## config.mk

```make
export PLATFORM = sky130hd
export DESIGN_NAME = hazard_ctrl
export DESIGN_NICKNAME = d
export VERILOG_FILES = /design/src/rtl/hazard_ctrl.sv
export SDC_FILE = /design/constraint.sdc
export NUM_CORES = 1
export LEC_CHECK = 0
export BUFFER_PORTS_ARGS = -buffer_cell sky130_fd_sc_hd__buf_2
export CAP_MARGIN = 20
export CORE_AREA = 2 2 60 51
export CTS_CLUSTER_DIAMETER = 120
export DETAILED_ROUTE_END_ITERATION = 7
export DIE_AREA = 0 0 62 53
export PLACE_DENSITY = 0.93
export SETUP_SLACK_MARGIN = 0.05
export SLEW_MARGIN = 20
export SYNTH_ARGS = -nofsm -noshare
export SYNTH_HDL_FRONTEND = slang
export SYNTH_SLANG_ARGS = --single-unit
```

## constraint.sdc

```tcl
create_clock -name clk -period 3.3 [get_ports clk]
set_input_delay 0.165 -clock clk [delete_from_list [all_inputs] [get_ports clk]]
set_output_delay 0.165 -clock clk [all_outputs]
set_load 0.01 [all_outputs]
```

## src/rtl/hazard_ctrl.sv

```systemverilog
// Pipeline hazard sequencer: load-use stalls, taken-branch flushes and data-memory waits.
// Optional performance counters are built when HAZARD_PERF_EN is defined.
module hazard_ctrl #(
  parameter int LD_STALL_CYCLES = 1,
  parameter int BR_FLUSH_CYCLES = 2,
  parameter int CNT_W           = 3
) (
  input  logic        clk,
  input  logic        rst,
  input  logic [4:0]  id_rs1,
  input  logic [4:0]  id_rs2,
  input  logic        id_use_rs1,
  input  logic        id_use_rs2,
  input  logic [4:0]  ex_rd,
  input  logic        ex_mem_read,
  input  logic        ex_br_taken,
  input  logic        mem_req,
  input  logic        mem_ack,
  output logic        pc_write,
  output logic        if_id_write,
  output logic        if_id_flush,
  output logic        id_ex_bubble,
  output logic        ex_mem_hold,
  output logic [31:0] perf_stall,
  output logic [31:0] perf_flush
);

  typedef enum logic [1:0] {
    RUN      = 2'b00,
    BR_FLUSH = 2'b01,
    LD_STALL = 2'b10
  } state_t;

  state_t           state, state_next;
  logic [CNT_W-1:0] cnt, cnt_next;
  logic             mem_stall, load_use, illegal;

  assign mem_stall = mem_req & ~mem_ack;
  assign load_use  = ex_mem_read & (ex_rd != 5'd0) &
                     ((id_use_rs1 & (id_rs1 == ex_rd)) | (id_use_rs2 & (id_rs2 == ex_rd)));

  always_ff @(posedge clk or posedge rst) begin
    if (rst) begin
      state <= RUN;
      cnt   <= '0;
    end else begin
      state <= state_next;
      cnt   <= cnt_next;
    end
  end

  always_comb begin
    state_next   = state;
    cnt_next     = cnt;
    illegal      = 1'b0;
    pc_write     = 1'b1;
    if_id_write  = 1'b1;
    if_id_flush  = 1'b0;
    id_ex_bubble = 1'b0;
    ex_mem_hold  = 1'b0;
    case (state)
      RUN, LD_STALL: begin
        // A taken branch squashes the ID instruction, so it overrides any stall.
        if (ex_br_taken) begin
          if_id_flush  = 1'b1;
          id_ex_bubble = 1'b1;
          if (BR_FLUSH_CYCLES > 1) begin
            state_next = BR_FLUSH;
            cnt_next   = CNT_W'(BR_FLUSH_CYCLES - 1);
          end else begin
            state_next = RUN;
            cnt_next   = '0;
          end
        end else if (state == LD_STALL) begin
          pc_write     = 1'b0;
          if_id_write  = 1'b0;
          id_ex_bubble = 1'b1;
          cnt_next     = cnt - 1'b1;
          if (cnt == CNT_W'(1)) state_next = RUN;
        end else if (load_use) begin
          pc_write     = 1'b0;
          if_id_write  = 1'b0;
          id_ex_bubble = 1'b1;
          if (LD_STALL_CYCLES > 1) begin
            state_next = LD_STALL;
            cnt_next   = CNT_W'(LD_STALL_CYCLES - 1);
          end
        end
      end
      BR_FLUSH: begin
        if_id_flush  = 1'b1;
        id_ex_bubble = 1'b1;
        cnt_next     = cnt - 1'b1;
        if (cnt == CNT_W'(1)) state_next = RUN;
      end
      default: begin
        illegal    = 1'b1;
        state_next = RUN;
        cnt_next   = '0;
      end
    endcase

    // Memory wait freezes the whole sequencer; EX re-presents its events after release.
    if (mem_stall) begin
      pc_write     = 1'b0;
      if_id_write  = 1'b0;
      if_id_flush  = 1'b0;
      id_ex_bubble = 1'b0;
      ex_mem_hold  = 1'b1;
      if (!illegal) begin
        state_next = state;
        cnt_next   = cnt;
      end
    end

    if (rst) begin
      pc_write     = 1'b0;
      if_id_write  = 1'b0;
      if_id_flush  = 1'b1;
      id_ex_bubble = 1'b1;
      ex_mem_hold  = 1'b0;
    end
  end

`ifdef HAZARD_PERF_EN
  logic        br_accept;
  logic [31:0] stall_cnt, flush_cnt;

  assign br_accept = ~rst & ~mem_stall & ex_br_taken & ((state == RUN) | (state == LD_STALL));

  always_ff @(posedge clk or posedge rst) begin
    if (rst) begin
      stall_cnt <= '0;
      flush_cnt <= '0;
    end else begin
      if (!pc_write) stall_cnt <= stall_cnt + 32'd1;
      if (br_accept) flush_cnt <= flush_cnt + 32'd1;
    end
  end

  assign perf_stall = stall_cnt;
  assign perf_flush = flush_cnt;
`else
  assign perf_stall = '0;
  assign perf_flush = '0;
`endif

endmodule

```

Word level (Yosys, flattened, before mapping)
Index checks and enable logic that the tools add are counted.
{ "op_classes": {"addsub": 1, "mul": 0, "div_mod_pow": 0, "n_lt_le_gt_ge": 0, "eq_ne": 6, "shift": 0, "n_mux": 29, "n_bitwise": 7, "n_reduce_logical": 4} }
{ "op_table": {"columns": ["operator", "n"], "rows": [
  ["1-bit 2-to-1 mux", 16],
  ["3-bit 2-to-1 mux", 4],
  ["5-bit == test", 2],
  ["2-bit 2-to-1 mux", 5],
  ["3-bit one-hot mux with 2 select lines", 1],
  ["1-bit bitwise AND", 5],
  ["5-bit nonzero test", 1],
  ["1-bit one-hot mux with 2 select lines", 2],
  ["2-bit one-hot mux with 2 select lines", 1],
  ["3-bit by 1-bit == test with 1-bit output, second input constant", 1],
  ["3-bit OR reduction", 1],
  ["3-bit by 1-bit subtractor with 3-bit output, second input constant", 1],
  ["2-bit by 1-bit == test with 1-bit output, second input constant", 1],
  ["2-bit == test, second input constant", 1],
  ["2-bit logical NOT", 1],
  ["2-bit inequality test, second input constant", 1],
  ["2-bit OR reduction", 1],
  ["1-bit inverter", 1],
  ["1-bit bitwise OR", 1]
]} }
{ "word_totals": {"reg_bits": 5, "latch_bits": 0, "mem_bits_rw": 0, "rom_bits": 0, "inputBits": 23, "output_inout_bits": 69, "wordCells": 49, "memories": 0} }

Logic depth before layout (Yosys ltp)
Gate-level depths: netlist of the first run.
{ "logic_depth": {"depth_word": 10, "ltp_mapped": 6, "ltp_nobuf": 6} }

Least setup slack after synthesis of the first run
OpenSTA, ideal clock, no wires.
{ "synth_timing": {"path_kind": "input-to-output", "start": "in ex_rd[1]", "end": "out pc_write", "t_arrival_ns": 1.210, "t_required_ns": 3.135, "setup_slack_ns": 1.925, "stages": 5, "path_buffers": 1, "cell_sequence": "or4_1 o21a_1 nand2_1 o21a_1 buf_4"} }
{ "synth_between": {"elab_chain_cells": 10, "elab_cells_between_ends": 14, "classes_between": "eq/ne: 2; mux: 6; bitwise: 5; reduce/logical: 1"} }
{ "synth_lines": {"columns": ["item", "line_no", "text"], "rows": [
  ["start, declared", "14", "input logic [4:0] ex_rd,"],
  ["5-bit == test", "40", "((id_use_rs1 & (id_rs1 == ex_rd)) | (id_use_rs2 & (id_rs2 == ex_rd)));"],
  ["1-bit bitwise AND", "40", null],
  ["1-bit bitwise OR", "40", null],
  ["1-bit bitwise AND (*)", "39", "assign load_use = ex_mem_read & (ex_rd != 5'd0) &"],
  ["1-bit 2-to-1 mux (*) (6 in a row)", null, null],
  ["end, declared", "19", "output logic pc_write,"]
]} }
Every way passes the cells marked *; elsewhere a longest branch is shown, timed or not.

Worst setup path in the final report of the first run
{ "layout_timing": {"start": "reg state[0]", "end": "out if_id_write"} }
{ "layout_between": {"elab_chain_cells": 6, "elab_cells_between_ends": 8, "classes_between": "eq/ne: 1; mux: 5; reduce/logical: 2"} }
{ "layout_lines": {"columns": ["item", "line_no", "text"], "rows": [
  ["start, declared", "34", "state_t state, state_next;"],
  ["start signal, assigned", "47", "state <= state_next;"],
  ["2-bit == test", "61, 74", null],
  ["1-bit 2-to-1 mux", "74", "end else if (state == LD_STALL) begin"],
  ["1-bit 2-to-1 mux", "64", "if (ex_br_taken) begin"],
  ["1-bit 2-to-1 mux (*)", "61", "case (state)"],
  ["1-bit 2-to-1 mux (*)", "104", "if (mem_stall) begin"],
  ["1-bit 2-to-1 mux (*)", "116", "if (rst) begin"],
  ["end, declared", "20", "output logic if_id_write,"]
]} }
Marks and branches as above.

==> results_dict.tcl, run 1 <==
set metrics [dict create \
    outcome "finished, final reports clean" \
    crit_type "reg -> out" \
    worst_skew_pair.late_latency_ns 0.25 \
    final-instance-count-excl-fill 196 \
    wl_met2_um 954 \
    maxCapViolCount 0 \
    diodes 0 \
    crit_path_max_fanout 12 \
    yosys-top-cells-count "buf_4, xor2_1, dfrtp_1, nor2_1" \
    slew_violations 0 \
    cts_setup_buffers 0 \
    first_iter_violations 18 \
    dpl.hpwl_mm 1.49 \
    path_cells "nor2_1 -> a211oi_1 -> o21a_1 -> buf_2" \
    viasPerCell 3.71 \
    grt_use_total_pct 9.71 \
    synth_area_leaders "buf_4, dfrtp_1, xor2_1" \
    start_util_pct 38.2 \
    die_w_um 62 \
    die_h_um 53 \
    wl_mm 1.70 \
    synth_seq_area_share_pct 12.3 \
    grt_pass1_wl_mm 2.36 \
    numCtsBuffers 3 \
    cts_sinks 5 \
    crit_path_start_kind "register" \
    power_leakage_nw 0.546 \
    slowest_stage "dfrtp_1" \
    critical-path-top-delay-family "flip-flops" \
    slowest_delay_ns 0.54 \
    synthArstFlopShare_pct 100 \
    dr_wl_met3_um 122 \
    htree_levels 1 \
    placed_cells 191 \
    irDropWorstVdd_mv 0.143 \
    fin_skew_ns 0.00201 \
    synth_cell_type_count 32 \
    placed_cell_area_um2 935 \
    holdWs_ns 0.248 \
    met1Wirelength_um 625 \
    crit_required_ns 3.13 \
    grt_pass1_vias 534 \
    synth-seq-cells 5 \
    num-nets-final 184 \
    cts_buffer_depth 2 \
    row_count 17 \
    yosys.area.top_type_share_pct 48.0 \
    crit_buf_inv 1 \
    cts-root-buf "clkbuf_4" \
    synth_cells 131 \
    ios 92 \
    fin_util_pct 36.5 \
    drc 0 \
    gp_congestion 0.831 \
    vias 727 \
    final-setup-viol-count 0 \
    max_freq_ghz 0.572 \
    fp.coreArea_um2 2660 \
    cts.clk_slew.worst_paths_ns 0.04 \
    numPortBuffers 27 \
    syn-cell-area_um2 1020 \
    yosysMostFrequentCell "buf_4" \
    fin_crit_ns 1.75 \
    antenna_found_initial 0 \
    finalCritPeriodShare_pct 53.0 \
    area_growth_pct -4.43 \
    synth_flop_cell "dfrtp_1" \
    p_sw_uw 169 \
    synth-edff-count 0 \
    yosys_warnings 0 \
    fin_area_um2 971 \
    hp-class "in -> reg" \
    p_per_area_nw_per_um2 387 \
    cp.arrival_ns 1.58 \
    internal-power_uw 207 \
    clkPwrFrac_pct 19.3 \
    seqPwrFrac_pct 31.0 \
    wl_per_cell_um 8.68 \
    dr.max_layer_used "met3" \
    endpoint_kind "primary output" \
    post_cts_resized 0 \
    swShare_pct 45.0 \
    dieArea_um2 3290 \
    grt_max_degree 14 \
    drive_gt1_share_pct 19.6 \
    comb_power_share_pct 49.7 \
    cts_tree "built" \
    firstDrtPassIters 4 \
    rsz0062_at_grt "false" \
    fin_setup_tns_ns 0 \
    yosys.area.top_type "buf_4" \
    hold_viol_final 0 \
    gr-total-overflow 0 \
    synth_area_per_cell_um2 7.76 \
    ant_nets 0 \
]
-- power groups by stage --
stage / Clock, mW / Combinational [mW] / Sequential (mW)
4_1_cts: 0.0739 / 0.185 / 0.115
5_1_grt: 0.0781 / 0.214 / 0.121
3_5_place_dp: 0 / 0.183 / 0.116
2_1_floorplan: 0 / 0.213 / 0.0971
6_report: 0.0724 / 0.187 / 0.116
3_3_place_gp: 0 / 0.178 / 0.115
-- layout by cell type (no fill, tap or decap), drive strengths merged, types with 2 or more instances in the layout --
master | synthesis | layout
nor3 | 2 | 2
ha | 2 | 2
conb | 1 | 64
inv | 4 | 4
o21ai | 3 | 3
clkbuf | 2 | 4
nor2 | 5 | 5
a211oi | 2 | 2
xor2 | 8 | 8
buf | 66 | 27
nand2 | 4 | 4
o21a | 2 | 2
nor2b | 3 | 3
nor4 | 3 | 3
xnor2 | 2 | 2
a21oi | 4 | 4
dfrtp | 5 | 5
-- metrics by stage --
step,power [mW],setup WS [ns]
finish,0.375,1.55
global route,0.413,1.36
CTS,0.374,1.57
detailed placement,0.300,1.80
global placement,0.293,1.82
floorplan,0.310,1.93
-- what timing repair did --
action / 4_1_cts / 5_1_grt
setup endpoints to repair: 0 / 0
hold endpoints to repair: 5 / 0
hold buffers: 1 / 0
-- flip-flops by register name, summed over array words and instances (netlist names) --
register and cells:
state 2, cnt 3
-- area by class of cell --
class	count	area, um^2
Inverter	4	15.0
Timing Repair Buffer	28	145
Multi-Input combinational cell	117	612
Clock buffer	4	26.3
Fill cell	290	1690
Sequential cell	5	125
Tap cell	38	47.5
-- kinds of logic after synthesis --
logic type | Yosys count | synth area share (%)
buffers and inverters | 72 | 50.7
AND/OR/NAND/NOR | 22 | 12.3
AO/OA/AOI/OAI | 18 | 12.2
XOR/XNOR | 10 | 8.62
flip-flops | 5 | 12.3
adder cells (fa/ha/maj) | 2 | 2.46
other | 1 | 0.369
multiplexers | 1 | 0.985
-- path summary, 6_finish.rpt --
check	start	end	slack [ns]	cells after the start
max in group asynchronous	rst	cnt[2]	2.68	3
worst min register to register	cnt[1]	cnt[1]	0.53	2
min in group asynchronous	rst	state[1]	0.42	3
worst min-delay path	ex_br_taken	state[0]	0.25	3
worst max-delay path	state[0]	if_id_write	1.55	4
worst max register to register	state[0]	cnt[1]	2.05	3
-- worst min-delay path, cell delays in order --
cell	delay (ns)
buf_2	0.14
inv_1	0.07
o31ai_1	0.07
-- routing by layer --
metal,track usage [%],up-vias
li1,-,356
met1,12.3,332
met2,16.0,39
met3,2.20,0
met4,3.19,0
met5,0,-
Power figures use the tool's default switching activity.
==> run 2, diff against run 1 <==
--- a/config.mk
+++ b/config.mk
@@ -7,11 +7,11 @@
 export LEC_CHECK = 0
 export BUFFER_PORTS_ARGS = -buffer_cell sky130_fd_sc_hd__buf_2
 export CAP_MARGIN = 20
-export CORE_AREA = 2 2 60 51
+export CORE_AREA = 2 2 65 54
 export CTS_CLUSTER_DIAMETER = 120
 export DETAILED_ROUTE_END_ITERATION = 7
-export DIE_AREA = 0 0 62 53
-export PLACE_DENSITY = 0.93
+export DIE_AREA = 0 0 67 56
+export PLACE_DENSITY = 0.86
 export SETUP_SLACK_MARGIN = 0.05
 export SLEW_MARGIN = 20
 export SYNTH_ARGS = -nofsm -noshare
==> constraint.sdc (replaced) <==
create_clock -name clk -period 1.6 [get_ports clk]
set_input_delay 0.08 -clock clk [delete_from_list [all_inputs] [get_ports clk]]
set_output_delay 0.08 -clock clk [all_outputs]
set_load 0.01 [all_outputs]
==> results_dict.tcl, run 2 (synthesis results as in run 1) <==
set metrics [dict create \
    final-instance-count-excl-fill 201 \
    swShare_pct 41.4 \
    internal-power_uw 532 \
    cts-root-buf "clkbuf_8" \
    finalCritPeriodShare_pct 92.2 \
    drive_gt1_share_pct 23.6 \
    outcome "finished, final reports clean" \
    crit_type "reg -> out" \
    reg2reg_depth 5 \
    grt_pass1_vias 575 \
    ios 92 \
    final-setup-viol-count 0 \
    rsz0062_at_grt "true" \
    die_h_um 56 \
    grt_use_total_pct 8.69 \
    clkPwrFrac_pct 25.3 \
    wl_per_cell_um 8.72 \
    gr-total-overflow 0 \
    power_uw 908 \
    placed_cells 195 \
    hold_start "ex_br_taken" \
    crit_required_ns 1.52 \
    first_iter_violations 6 \
    htree_levels 1 \
    worst_skew_pair.late_latency_ns 0.22 \
    antenna_found_initial 0 \
    cts_sinks 5 \
    hold_viol_final 0 \
    comb_power_share_pct 49.7 \
    numPortBuffers 27 \
    largest_register_ffs 3 \
    ant_nets 0 \
    dpl.hpwl_mm 1.46 \
    hold_path_end "state[0]" \
    num-nets-final 187 \
    fp.coreArea_um2 3060 \
    row_count 18 \
    ff2ff_setup_slack_ns 0.33 \
    fin_crit_ns 1.48 \
    grt_max_degree 11 \
    numCtsBuffers 3 \
    crit_path_start_kind "register" \
    min_delay_path_depth 3 \
    hp-class "in -> reg" \
    fin_setup_tns_ns 0 \
    rr_endpoint "cnt[1]" \
    dieArea_um2 3750 \
    wl_mm 1.75 \
    crit_path_max_fanout 6 \
    seqPwrFrac_pct 25.0 \
    viasPerCell 3.69 \
    cp.arrival_ns 1.40 \
    regToRegStartpoint "state[1]" \
    die_w_um 67 \
    gp_congestion 0.793 \
    worst_slack_ns 0.124 \
    pre_cts_ws_ns 0.284 \
    p_sw_uw 376 \
    cts_buffer_depth 2 \
    endpoint_kind "primary output" \
    mostFrequentLayoutCell "conb_1" \
    slew_violations 0 \
    irDropWorstVdd_mv 0.482 \
    start_util_pct 33.2 \
    diodes 0 \
    max_freq_ghz 0.678 \
    fillCellCount 340 \
    cts_tree "built" \
    top_regs "cnt (3), state (2)" \
    maxCapViolCount 0 \
    drc 0 \
    p_per_area_nw_per_um2 872 \
    firstDrtPassIters 4 \
    fin_skew_ns 0.000643 \
    vias 741 \
    grt_pass1_wl_mm 2.56 \
    largest-register "cnt" \
    area_growth_pct 2.46 \
    power_leakage_nw 0.566 \
    layout_common_cells "conb_1, buf_2, xor2_1" \
    cts.clk_slew.worst_paths_ns 0.03 \
]
[run 2: stage by stage]
| step | hold slack [ns] | instance area (um^2) | util [%] |
|---|---|---|---|
| 2_1_floorplan | -0.127 | 1250 | - |
| 3_3_place_gp | 0.0475 | 952 | 31.1 |
| 3_5_place_dp | 0.0527 | 952 | 31.1 |
| 4_1_cts | 0.194 | 1010 | 32.9 |
| 5_1_grt | 0.220 | 1040 | 34.0 |
| 6_report | 0.214 | 1040 | 34.0 |
[run 2: power by group through the flow]
stage	Sequential, mW	Clock [mW]	Combinational, mW
2_1_floorplan	0.200	0	0.440
3_3_place_gp	0.214	0	0.419
3_5_place_dp	0.218	0	0.420
4_1_cts	0.216	0.237	0.427
5_1_grt	0.236	0.248	0.505
6_report	0.227	0.230	0.451
[run 2: routing by layer]
metal  routed length, um  track usage [%]
met3                 136             2.02
met4                   0             2.62
met2                 964             13.9
met1                 653             11.4
met5                   0                0
[run 2: area by class of cell]
| class | count | area (um^2) | share of cell area (%) |
|---|---|---|---|
| Tap cell | 40 | 50.0 | 4.81 |
| Sequential cell | 5 | 126 | 12.1 |
| Clock buffer | 4 | 45.0 | 4.33 |
| Inverter | 4 | 18.8 | 1.80 |
| Multi-Input combinational cell | 117 | 633 | 60.8 |
| Timing Repair Buffer | 31 | 168 | 16.1 |
[run 2: repair_timing]
item | in CTS | in global routing
endpoints found under the hold margin | 5 | 0
hold buffers | 1 | 0
gates resized for setup | 0 | 5
setup endpoints to repair | 0 | 1
setup buffers | 0 | 1
[run 2: how the worst max path moves through the flow]
stage / start / to / slack, ns / cells after the start
6_report: state[0] / id_ex_bubble / 0.12 / 4
5_1_grt: state[0] / id_ex_bubble / 0.03 / 4
4_1_cts: state[0] / id_ex_bubble / 0.15 / 4
3_5_place_dp: ex_rd[1] / id_ex_bubble / 0.28 / 6
3_3_place_gp: ex_rd[1] / id_ex_bubble / 0.27 / 6
2_1_floorplan: state[0] / id_ex_bubble / 0.39 / 4
[run 2: critical path, stage by stage, from the launching register on]
cell and delay [ns]:
dfrtp_2 0.44, nor4_4 0.32, nor2b_1 0.21, a221oi_2 0.05, buf_2 0.16
==> run 3, diff against run 2 <==
--- a/config.mk
+++ b/config.mk
@@ -5,7 +5,7 @@
 export SDC_FILE = /design/constraint.sdc
 export NUM_CORES = 1
 export LEC_CHECK = 0
-export BUFFER_PORTS_ARGS = -buffer_cell sky130_fd_sc_hd__buf_2
+export BUFFER_PORTS_ARGS = -buffer_cell sky130_fd_sc_hd__buf_4
 export CAP_MARGIN = 20
 export CORE_AREA = 2 2 65 54
 export CTS_CLUSTER_DIAMETER = 120
==> results_dict.tcl, run 3 (synthesis results as in run 1) <==
set metrics [dict create \
    vias 723 \
    drc 0 \
    numCtsBuffers 3 \
    grt_pass1_vias 618 \
    fp.coreArea_um2 3060 \
    gr-total-overflow 0 \
    cts.clk_slew.worst_paths_ns 0.04 \
    final-instance-count-excl-fill 200 \
    holdWs_ns 0.189 \
    cts_buffer_depth 2 \
    firstDrtPassIters 4 \
    outcome "finished, final reports clean" \
    ios 92 \
    antenna_found_initial 0 \
    crit_required_ns 1.52 \
    placed_cells 195 \
    fin_crit_ns 1.51 \
    hp-class "in -> reg" \
    htree_levels 1 \
    finalCritPeriodShare_pct 94.7 \
    die_w_um 67 \
    fin_skew_ns 0.000688 \
    ant_nets 0 \
    cts-root-buf "clkbuf_8" \
    cts_sinks 5 \
    wl_mm 1.88 \
    viasPerCell 3.62 \
    cts_setup_buffers 0 \
    mostFrequentLayoutCell "conb_1" \
    gp_congestion 0.836 \
    numPortBuffers 27 \
    placed_cell_area_um2 1020 \
    largest_register_ffs 3 \
    worst_slack_ns 0.0853 \
    row_count 18 \
    grt_max_degree 10 \
    max_freq_ghz 0.660 \
    ff2ff_setup_slack_ns 0.37 \
    irDropWorstVdd_mv 0.337 \
    fin_area_um2 1100 \
    maxCapViolCount 0 \
    crit_path_start_kind "register" \
    grt_use_total_pct 9.55 \
    endpoint_kind "primary output" \
    start_util_pct 33.2 \
    rsz0062_at_grt "false" \
    first_iter_violations 16 \
    num-nets-final 186 \
    largest-register "cnt" \
    crit_type "reg -> out" \
    pre_cts_ws_ns 0.275 \
    p_per_area_nw_per_um2 850 \
    dieArea_um2 3750 \
    final-setup-viol-count 0 \
    cp.arrival_ns 1.43 \
    fin_setup_tns_ns 0 \
    slew_violations 0 \
    fin_util_pct 35.9 \
    die_h_um 56 \
    diodes 0 \
    crit_path_max_fanout 5 \
    fillCellCount 333 \
    hold_viol_final 0 \
    worst_skew_pair.late_latency_ns 0.23 \
    dpl.hpwl_mm 1.53 \
    area_growth_pct 8.13 \
    power_uw 934 \
    drive_gt1_share_pct 22.5 \
    cts_tree "built" \
    layout_common_cells "conb_1, buf_4, xor2_1" \
    wl_per_cell_um 9.39 \
    power_leakage_nw 0.591 \
    top_regs "cnt (3), state (2)" \
    grt_pass1_wl_mm 2.72 \
]
-- run 3: cell types whose count changed in the layout (fill, tap and decap cells not counted), sizes merged --
cell / previous run / this run
inv: 3 / 4
clkinvlp: 1 / 0
buf: 30 / 29
-- run 3: final timing paths --
| kind | cells past startpoint | from | to |
|---|---|---|---|
| hold reg to reg | 2 | cnt[1] | cnt[1] |
| hold / removal | 3 | ex_br_taken | state[0] |
| setup reg to reg | 5 | state[1] | cnt[2] |
| min in group asynchronous | 3 | rst | cnt[1] |
| max in group asynchronous | 3 | rst | state[1] |
| setup / recovery | 4 | state[1] | id_ex_bubble |
-- run 3: critical path: stages (launching register included) --
cell,delay (ns)
dfrtp_1,0.45
nor4_4,0.33
nor2b_2,0.22
a221oi_2,0.05
buf_4,0.16
-- run 3: final cells by class --
cell class,count,area [um^2],area share [%]
clock buffer,4,45.0,4.10
inverter,4,15.0,1.37
multi-input combinational,117,636,57.9
sequential,5,125,11.4
tap,40,50.0,4.56
timing repair buffer,30,228,20.7
-- run 3: what timing repair did --
action / CTS / global route
hold buffers: 1 / 0
endpoints found under the setup margin: 0 / 1
endpoints found under the hold margin: 5 / 0
gates resized for setup: 0 / 4
-- run 3: report_power, final --
| part | switching (mW) | total, mW | internal, mW |
|---|---|---|---|
| Sequential | 0.0470 | 0.222 | 0.175 |
| Clock | 0.0714 | 0.243 | 0.172 |
| Combinational | 0.265 | 0.469 | 0.204 |
-- run 3: routing by layer --
metal / up-vias / track usage [%] / wire length (um) / part of all wire [%]
met5: - / 0 / 0 / 0
met4: 0 / 7.00 / 46 / 2.4
met2: 38 / 14.9 / 1000 / 53
met3: 4 / 1.21 / 120 / 6.4
li1: 359 / - / - / -
met1: 322 / 11.8 / 708 / 38
